## src/rtl/m_store_buffer.sv

```systemverilog
// m_store_buffer: posted-write FIFO between the M-stage byte-enable generator and data memory.
// The M stage retires stores into this buffer, and the buffer drains them in order
// over a req/ack handshake. The buffer also reports pending same-word stores
// (ld_hit) so that the hazard unit can stall dependent loads.
//
// Optional feature macro: STORE_COALESCE_EN. When it is defined, a push to the same
// word as the newest, non-head entry merges into that entry.
//
// Ports:
//   clk, reset          clock; asynchronous active-low reset
//   in_valid/addr/byte_en/wdata, in_ready   store input (byte_en == 0 is dropped)
//   ld_check, ld_addr, ld_hit               load hazard lookup (word compare)
//   mem_req/addr/byte_en/wdata, mem_ack     drain handshake for the head entry
//   empty, count                            occupancy

// One buffer slot. Storage is not reset. A slot is either fully written on
// allocation or lane-merged when a store coalesces into it.
module m_store_buffer_entry (
  input  logic        clk,
  input  logic        wr_en,
  input  logic        merge_en,
  input  logic [29:0] wr_word,
  input  logic [3:0]  wr_be,
  input  logic [31:0] wr_data,
  input  logic [29:0] ld_word,
  output logic [29:0] ent_word,
  output logic [3:0]  ent_be,
  output logic [31:0] ent_data,
  output logic        ld_match
);
  always_ff @(posedge clk) begin
    if (wr_en) begin
      ent_word <= wr_word;
      ent_be   <= wr_be;
      ent_data <= wr_data;
    end else if (merge_en) begin
      ent_be <= ent_be | wr_be;
      for (int b = 0; b < 4; b++)
        if (wr_be[b]) ent_data[8*b +: 8] <= wr_data[8*b +: 8];
    end
  end

  assign ld_match = (ent_word == ld_word);
endmodule

module m_store_buffer #(
  parameter int DEPTH = 4,
  parameter int CNT_W = 3
) (
  input  logic             clk,
  input  logic             reset,
  input  logic             in_valid,
  input  logic [31:0]      in_addr,
  input  logic [3:0]       in_byte_en,
  input  logic [31:0]      in_wdata,
  output logic             in_ready,
  input  logic             ld_check,
  input  logic [31:0]      ld_addr,
  output logic             ld_hit,
  output logic             mem_req,
  output logic [31:0]      mem_addr,
  output logic [3:0]       mem_byte_en,
  output logic [31:0]      mem_wdata,
  input  logic             mem_ack,
  output logic             empty,
  output logic [CNT_W-1:0] count
);
  localparam int PTR_W = $clog2(DEPTH);

  logic [PTR_W-1:0] head, tail, newest;
  logic [CNT_W-1:0] cnt;
  logic             full, coalesce, push, alloc, merge, pop;

  logic [DEPTH-1:0][29:0] e_word;
  logic [DEPTH-1:0][3:0]  e_be;
  logic [DEPTH-1:0][31:0] e_data;
  logic [DEPTH-1:0]       e_vld, e_match, e_wr, e_merge;

  // Byte-offset bits are meaningless for word-granular tracking.
  logic unused_addr_lsbs;
  assign unused_addr_lsbs = ^{in_addr[1:0], ld_addr[1:0]};

  assign newest = tail - PTR_W'(1);
  assign full   = (cnt == CNT_W'(DEPTH));
  assign empty  = (cnt == '0);

`ifdef STORE_COALESCE_EN
  // The count >= 2 condition keeps a merge away from the head. The head may be
  // in the middle of being presented to memory, so it must not change.
  assign coalesce = in_valid && (|in_byte_en) && (cnt >= CNT_W'(2)) &&
                    (e_word[newest] == in_addr[31:2]);
  assign in_ready = !full || coalesce;
`else
  assign coalesce = 1'b0;
  assign in_ready = !full;
`endif

  // in_ready depends only on current state, so a same-cycle pop never frees the slot.
  assign push  = in_valid && (|in_byte_en) && in_ready;
  assign alloc = push && !coalesce;
  assign merge = push && coalesce;
  assign pop   = mem_req && mem_ack;

  genvar i;
  generate
    for (i = 0; i < DEPTH; i++) begin : g_ent
      logic [PTR_W-1:0] off;
      // A slot is valid when its distance from head is below the occupancy count.
      assign off        = PTR_W'(i) - head;
      assign e_vld[i]   = (CNT_W'(off) < cnt);
      assign e_wr[i]    = alloc && (tail == PTR_W'(i));
      assign e_merge[i] = merge && (newest == PTR_W'(i));

      m_store_buffer_entry u_ent (
        .clk      (clk),
        .wr_en    (e_wr[i]),
        .merge_en (e_merge[i]),
        .wr_word  (in_addr[31:2]),
        .wr_be    (in_byte_en),
        .wr_data  (in_wdata),
        .ld_word  (ld_addr[31:2]),
        .ent_word (e_word[i]),
        .ent_be   (e_be[i]),
        .ent_data (e_data[i]),
        .ld_match (e_match[i])
      );
    end
  endgenerate

  always_ff @(posedge clk or negedge reset) begin
    if (!reset) begin
      head <= '0;
      tail <= '0;
      cnt  <= '0;
    end else begin
      if (alloc) tail <= tail + PTR_W'(1);
      if (pop)   head <= head + PTR_W'(1);
      case ({alloc, pop})
        2'b10:   cnt <= cnt + CNT_W'(1);
        2'b01:   cnt <= cnt - CNT_W'(1);
        default: cnt <= cnt;
      endcase
    end
  end

  // The head lookup covers the entry that is being acked in this same cycle.
  // The same-cycle push is not yet valid, so the lookup does not see it.
  assign ld_hit      = ld_check && |(e_vld & e_match);
  assign mem_req     = !empty;
  assign mem_addr    = empty ? 32'h0 : {e_word[head], 2'b00};
  assign mem_byte_en = empty ? 4'h0  : e_be[head];
  assign mem_wdata   = empty ? 32'h0 : e_data[head];
  assign count       = cnt;
endmodule

```

## config.mk

```make
export PLATFORM = sky130hd
export DESIGN_NAME = m_store_buffer
export DESIGN_NICKNAME = d
export VERILOG_FILES = /design/src/rtl/m_store_buffer.sv
export SDC_FILE = /design/constraint.sdc
export NUM_CORES = 1
export LEC_CHECK = 0
export CAP_MARGIN = 20
export CORE_ASPECT_RATIO = 2
export CORE_UTILIZATION = 55
export DETAILED_ROUTE_END_ITERATION = 10
export PLACE_DENSITY = 0.86
export SYNTH_ARGS = -nofsm -noshare
export SYNTH_HDL_FRONTEND = slang
export SYNTH_SLANG_ARGS = --single-unit
```

## constraint.sdc

```tcl
create_clock -name clk -period 5.6 [get_ports clk]
set_input_delay 0.84 -clock clk [delete_from_list [all_inputs] [get_ports clk]]
set_output_delay 0.84 -clock clk [all_outputs]
set_load 0.05 [all_outputs]
```

==> summary.txt, run 1 <==
Detailed routing
  • # DRC: 0
  • WL final: 27820 µm
  • WL per Instance: 25.00 µm
  • Drt initial violations: 392
  • DR vias/cell: 5.849
  • First drt pass iteration count: 5
  • Via Count: 6510
  • DRT antenna net count: 0

CTS
  • TritonCTS Buffers: 23
  • PostCTS Resize Cnt: 0
  • Longest Clk Path Bufs: 3
  • Clock sinks: 271
  • Reg clk slew, reported paths: 70 ps
  • H-tree levels: 1
  • Hold_buf cts: 0
  • Postcts setup bufs: 0
  • Clock latency on the worst-skew pair: 510 ps
  • CTS tree: done
  • CTS Root Cell: clkbuf_16

Global routing
  • Initial antenna violation count: 3
  • Global-route wire length before repair: 41760 µm
  • Vias in the first global route: 7193
  • Largest net degree at the start of global routing: 67
  • GR Overflow Total: 0
  • Global-route usage over all layers: 0.2598

Power
  • Clock power share: 0.177
  • Net Switching: 3485 µW
  • Comb pwr share: 0.481
  • Switch share: 0.4102
  • Leak Pwr: 0.004886 µW
  • Pwr/cell area: 583.0 nW/µm²
  • Maximum vdd drop: 398.9 µV
  • Internal Power: 5011 µW
  • Part of the power in registers: 0.342

STA
  • Max Freq: 0.2201 GHz
  • Final Hold Vio Count: 0
  • Final setup violation count: 0
  • Unrepaired setup endpoints after global routing: false
  • Skew final: 7.574 ps
  • Final Max Slew Viols: 0
  • Total negative setup slack: 0 ps
  • Fin crit share: 0.8112
  • Final min period: 4543 ps
  • Max-slew headroom: 0.2826
  • Worst slew pin tran: 1076 ps

Setup path
  • Flop2flop setup slack: 2750 ps
  • Crit end category: output pin
  • Worst-path maximum fanout: 4
  • R2r worst-path depth: 4
  • Required @ worst endpoint: 4760 ps
  • WP data arrival: 3700 ps
  • Crit path launch type: input port
  • Setup CP Type: in2out

Flow run
  • Max Cap Viol: 0

Synthesis
  • Yosys warnings: 0
  • Sequential area share after synthesis: 0.6845
  • Post-synth EDFFs: 264
  • Area share of the largest cell type after synthesis: 0.6697
  • Post-synth top flop: edfxtp_1
  • Ys async rst share: 0.02583
  • Most common cell in the synthesized netlist: edfxtp_1
  • Mapped Area: 11840 µm²
  • Distinct cells, synth: 31
  • Flops & latches, synth: 271
  • Cell taking the most area after synthesis: edfxtp_1
  • Top post-synthesis cells by count: edfxtp_1, xor2_1, nor2b_1
  • Syn_area_per_cell: 18.35 µm²
  • Synth area leaders: edfxtp_1, mux4_2, xor2_1, nor2b_1, dfrtp_1
  • Syn Inst Count: 645

Hold path
  • Hold Path Stages: 2
  • Min-Delay Path Class: reg2reg

Place
  • Dpl cell area: 13860 µm²
  • IO Port Bufs: 173
  • Final Wtd Congestion: 0.9545
  • Hpwl dp: 19370 µm

Floorplanning
  • Core ar.: 21020 µm²
  • Rows: 75
  • Die Area: 22150 µm²
  • Starting Density: 0.5632
  • Die W: 105.7 µm
  • Die H: 209.5 µm
  • Top Ports: 180

Status
  • Outcome: complete, no violations

Final layout
  • Fill count: 1381
  • Sequential cell area: 8108 µm²
  • Final #Nets: 942
  • Syn-to-layout area delta: 23.13%
  • Multi-input gate area: 3568 µm²
  • Fin area: 14580 µm²
  • Share of layout cells above drive strength 1: 0.1412
## stage by stage
step	util	hold WS (ps)	worst slack, ps	power, µW	instances
after floorplan	-	544.4	2123	5686	646
after global placement	0.6595	525.6	1047	6967	1071
after detailed placement	0.6595	548.0	1064	7045	1071
after CTS	0.6933	564.3	1044	8560	1112
after global routing	0.6934	582.6	1003	8817	1113
final	0.6934	565.8	1057	8497	1113
## placed cells by master (no fill, tap or decap), types with 2 or more instances in the layout
master / n
a2111oi_0: 3
a21oi_1: 6
and2_2: 3
buf_4: 7
clkbuf_1: 5
clkbuf_16: 25
clkdlybuf4s50_1: 173
clkinv_1: 2
clkinv_2: 6
conb_1: 2
dfrtp_1: 5
edfxtp_1: 264
ha_1: 9
inv_1: 10
inv_2: 2
mux4_2: 66
nand2_1: 5
nand3_1: 4
nand4_1: 8
nor2_1: 2
nor2b_1: 67
nor3_1: 4
nor4_1: 23
o21ai_0: 2
xnor2_1: 13
xor2_1: 114
## sequential cells by signal, indices dropped and copies added, names as in the netlist
name                  cells
tail                      2
head                      2
count                     3
g_ent.u_ent.ent_be       16
g_ent.u_ent.ent_data    128
g_ent.u_ent.ent_word    120
## cell families (layout without fill, tap and decap cells)
group                      Yosys count  count (layout)  share of synthesized area
xor gates and xnor gates           127             127                    0.09396
other                                1               3                  0.0003168
DFF                                271             271                     0.6845
adders and majority gates           10              10                    0.01120
AOI/OAI and AO/OA                   14              14                   0.008351
muxes                               66              66                     0.1256
and+or+nand+nor                    119             119                    0.06120
buffers and inverters               37             234                    0.01490
## worst paths after layout
kind	startpoint	endpoint
max	ld_addr[7]	ld_hit
min	count[1]	count[1]
max reg2reg	count[0]	g_ent[2].u_ent.ent_data[27]
min reg2reg	count[1]	count[1]
max in group asynchronous	reset	head[0]
min in group asynchronous	reset	count[1]
## routing by layer
layer,up-vias,GRT usage,routed length (µm)
met2,280,0.4683,15120
met5,-,0,26
met1,3300,0.2790,9285
li1,2850,-,-
met4,4,0.1600,1727
met3,76,0.04565,1659
## worst max-delay path: stages
cell and delay, ps:
clkdlybuf4s50_1 520, xor2_1 190, nor4_1 630, nand4_1 180
a2111oi_0 350, or4_1 190, clkdlybuf4s50_1 800
## power groups by stage
stage / Clock, µW / Sequential (µW) / Combinational [µW]
CTS: 1530 / 2910 / 4120
global route: 1600 / 2940 / 4280
global placement: 0 / 2910 / 4060
detailed placement: 0 / 2950 / 4090
finish: 1510 / 2910 / 4080
floorplan: 0 / 2860 / 2830
## final cells by class
class,count,share of cell area
antenna,1,0.0001717
clock buffer,31,0.04515
clock inverter,10,0.003605
inverter,12,0.003090
multi-input combinational,338,0.2448
sequential,271,0.5563
tap,269,0.02309
timing repair buffer,181,0.1238
Note: power is estimated with default switching activity, not from simulation.
==> run 2, diff against run 1 <==
--- a/config.mk
+++ b/config.mk
@@ -7,9 +7,9 @@
 export LEC_CHECK = 0
 export CAP_MARGIN = 20
 export CORE_ASPECT_RATIO = 2
-export CORE_UTILIZATION = 55
+export CORE_UTILIZATION = 54
 export DETAILED_ROUTE_END_ITERATION = 10
-export PLACE_DENSITY = 0.86
+export PLACE_DENSITY = 0.85
 export SYNTH_ARGS = -nofsm -noshare
 export SYNTH_HDL_FRONTEND = slang
 export SYNTH_SLANG_ARGS = --single-unit
==> constraint.sdc (replaced) <==
create_clock -name clk -period 4.72 [get_ports clk]
set_input_delay 0.708 -clock clk [delete_from_list [all_inputs] [get_ports clk]]
set_output_delay 0.708 -clock clk [all_outputs]
set_load 0.05 [all_outputs]
==> run 2 against run 1 <==
  * Final area grew 0.37%
  * Clock-buffer cell count down 1
  * Clock skew increased by 1.1 ps
  * First-iteration DRC count is 3.1% lower
  * Core utilization decreased by 1.3 points
  * Worst hold slack worse by 85 ps
  * Die area up 1.8%
  * Setup slack worse by 670 ps
  * Sequential power up 19%
  * Critical path depth stayed put
  * Critical endpoint unchanged
  * Largest cell class unchanged
  * Largest power group unchanged
==> summary.txt, run 2 (synthesized netlist as in run 1, its figures left out) <==
STA
  • Skew final: 8.712 ps (was 7.574 ps)
  • Worst slew pin tran: 1071 ps (was 1076 ps)
  • Final Max Slew Viols: 0 (unchanged)
  • Final worst-path setup slack: 382.3 ps (was 1057 ps)
  • Fin crit share: 0.9190
  • Final setup violation count: 0 (unchanged)
  • Max-slew headroom: 0.2862 (was 0.2826)
  • Max Freq: 0.2305 GHz
  • Final Hold Vio Count: 0 (unchanged)
  • Final min period: 4338 ps
  • Total negative setup slack: 0 ps (unchanged)
  • Unrepaired setup endpoints after global routing: false (unchanged)

Global routing
  • Global-route usage over all layers: 0.2548 (was 0.2598)
  • Global-route met2 utilization: 0.4725 (was 0.4683)
  • Global-route wire length before repair: 41500 µm (was 41760 µm)
  • GR Overflow Total: 0 (unchanged)
  • Largest net degree at the start of global routing: 67 (unchanged)
  • Most Crowded Layer GR: met2 (unchanged)
  • Vias in the first global route: 7186 (was 7193)
  • Met3 Usage GRT: 0.03571 (was 0.04565)
  • Initial antenna violation count: 0 (was 3)
  • M1 GR Usage: 0.2656 (was 0.2790)

Detailed routing
  • WL final: 27920 µm (was 27820 µm)
  • DR vias/cell: 5.834 (was 5.849)
  • Via Count: 6522 (was 6510)
  • Drt initial violations: 380 (was 392)
  • # DRC: 0 (unchanged)
  • WL per Instance: 24.97 µm (was 25.00 µm)
  • First drt pass iteration count: 4 (was 5)
  • DRT antenna net count: 0 (unchanged)

Setup path
  • Setup CP Type: in2out (unchanged)
  • Flop2flop setup slack: 2100 ps (was 2750 ps)
  • Capture point of the worst reg-to-reg path: g_ent[1].u_ent.ent_data[16] (was g_ent[2].u_ent.ent_data[27])
  • Crit path launch type: input port (unchanged)
  • Worst-path maximum fanout: 4 (unchanged)
  • Required @ worst endpoint: 4010 ps (was 4760 ps)
  • R2r worst-path depth: 3 (was 4)
  • Crit end category: output pin (unchanged)
  • Reg-to-reg startpoint: count[0] (unchanged)
  • WP data arrival: 3630 ps (was 3700 ps)

Place
  • IO Port Bufs: 173 (unchanged)
  • Hpwl dp: 19040 µm (was 19370 µm)
  • Final Wtd Congestion: 1.007 (was 0.9545)
  • Pre-CTS setup slack: 458.9 ps (was 1064 ps)

Floorplanning
  • Die W: 106.7 µm (was 105.7 µm)
  • Starting Density: 0.5508 (was 0.5632)
  • Die H: 211.4 µm (was 209.5 µm)
  • Top Ports: 180 (unchanged)
  • Die Area: 22550 µm² (was 22150 µm²)
  • Core ar.: 21490 µm² (was 21020 µm²)
  • Rows: 76 (was 75)

Power
  • Maximum vdd drop: 543.9 µV (was 398.9 µV)
  • Leak Pwr: 0.004905 µW (was 0.004886 µW)
  • Pwr/cell area: 691.0 nW/µm² (was 583.0 nW/µm²)

CTS
  • Reg clk slew, reported paths: 70 ps (about the same)
  • Clock latency on the worst-skew pair: 520 ps (was 510 ps)
  • Postcts setup bufs: 0 (unchanged)
  • Longest Clk Path Bufs: 3 (unchanged)
  • H-tree levels: 1 (unchanged)
  • PostCTS Resize Cnt: 0 (unchanged)
  • CTS tree: done (unchanged)
  • Hold_buf cts: 0 (unchanged)
  • TritonCTS Buffers: 23 (unchanged)
  • CTS Root Cell: clkbuf_16 (unchanged)
  • Clock sinks: 271 (unchanged)

Final layout
  • N_diodes: 0 (was 1)
  • Max FFs per register: 128 (unchanged)
  • Largest reg by FF count: g_ent.u_ent.ent_data (unchanged)
  • Regs by FF count: g_ent.u_ent.ent_data (128), g_ent.u_ent.ent_word (120), g_ent.u_ent.ent_be (16) (unchanged)
  • Final #Nets: 945 (was 942)
  • Final Util: 0.6807 (was 0.6934)
  • Most frequent cells in the layout: edfxtp_1, clkdlybuf4s50_1, xor2_1 (unchanged)
  • Commonest non-fill, non-tap cell in the layout: edfxtp_1 (unchanged)
  • Syn-to-layout area delta: 23.58% (was 23.13%)
  • Fill count: 1461 (was 1381)
  • Share of layout cells above drive strength 1: 0.1420 (was 0.1412)

Status
  • Outcome: complete, no violations (unchanged)

Flow run
  • Max Cap Viol: 0 (unchanged)

Hold path
  • Min-Delay Path Class: in2async (was reg2reg)
## run 2: power by group
part	internal (µW)	leakage, µW	switching, µW
combinational	1820	0.00206	3000
sequential	3160	0.00249	308
clock	1020	0.000353	802
total	6000	0.00490	4110
## run 2: layout make-up
cell class | instances | area [µm²] | area share
Tap cell | 273 | 341.6 | 0.02335
Timing Repair Buffer | 184 | 1852 | 0.1266
Clock inverter | 10 | 101.3 | 0.006928
Clock buffer | 30 | 611.8 | 0.04182
Multi-Input combinational cell | 338 | 3570 | 0.2440
Sequential cell | 271 | 8108 | 0.5542
Inverter | 12 | 45.04 | 0.003079
## run 2: worst max-delay path, cell delays in order
cell and delay [ps]:
clkdlybuf4s50_1 560, xor2_1 210, nor4_1 590, nand4_1 150
a2111oi_0 420, or4_1 190, clkdlybuf4s50_1 800
## run 2: worst max-delay path by stage
stage               start           end  slack (ps)  depth (start not counted)
3_5_place_dp   ld_addr[5]        ld_hit         460                          7
5_1_grt        ld_addr[5]        ld_hit         330                          7
2_1_floorplan    count[0]  mem_addr[22]        1370                          5
3_3_place_gp   ld_addr[5]        ld_hit         530                          7
4_1_cts        ld_addr[5]        ld_hit         450                          7
6_report       ld_addr[5]        ld_hit         380                          7
## run 2: metrics by stage
step / total power, µW / cells / hold WS [ps] / instance area (µm²)
after global routing: 10480 / 1118 / 491.3 / 14630
after global placement: 8250 / 1078 / 556.1 / 13920
final: 10110 / 1118 / 481.1 / 14630
after detailed placement: 8358 / 1078 / 560.1 / 13920
after CTS: 10190 / 1118 / 470.8 / 14630
after floorplan: 6746 / 646 / 412.4 / 11840
## run 2: per-layer routing
metal / part of all wire / routed length [µm] / vias to the layer above
met3: 0.051 / 1426 / 84
met4: 0.064 / 1789 / 0
li1: - / - / 2863
met1: 0.33 / 9121 / 3313
met5: 0 / 0 / -
met2: 0.56 / 15580 / 262
==> run 3, diff against run 2 <==
--- a/config.mk
+++ b/config.mk
@@ -8,6 +8,7 @@
 export CAP_MARGIN = 20
 export CORE_ASPECT_RATIO = 2
 export CORE_UTILIZATION = 54
+export CTS_CLUSTER_DIAMETER = 200
 export DETAILED_ROUTE_END_ITERATION = 10
 export PLACE_DENSITY = 0.85
 export SYNTH_ARGS = -nofsm -noshare
==> results of run 3 <==
The final DEF is identical to that of run 2; final timing and power are the same.
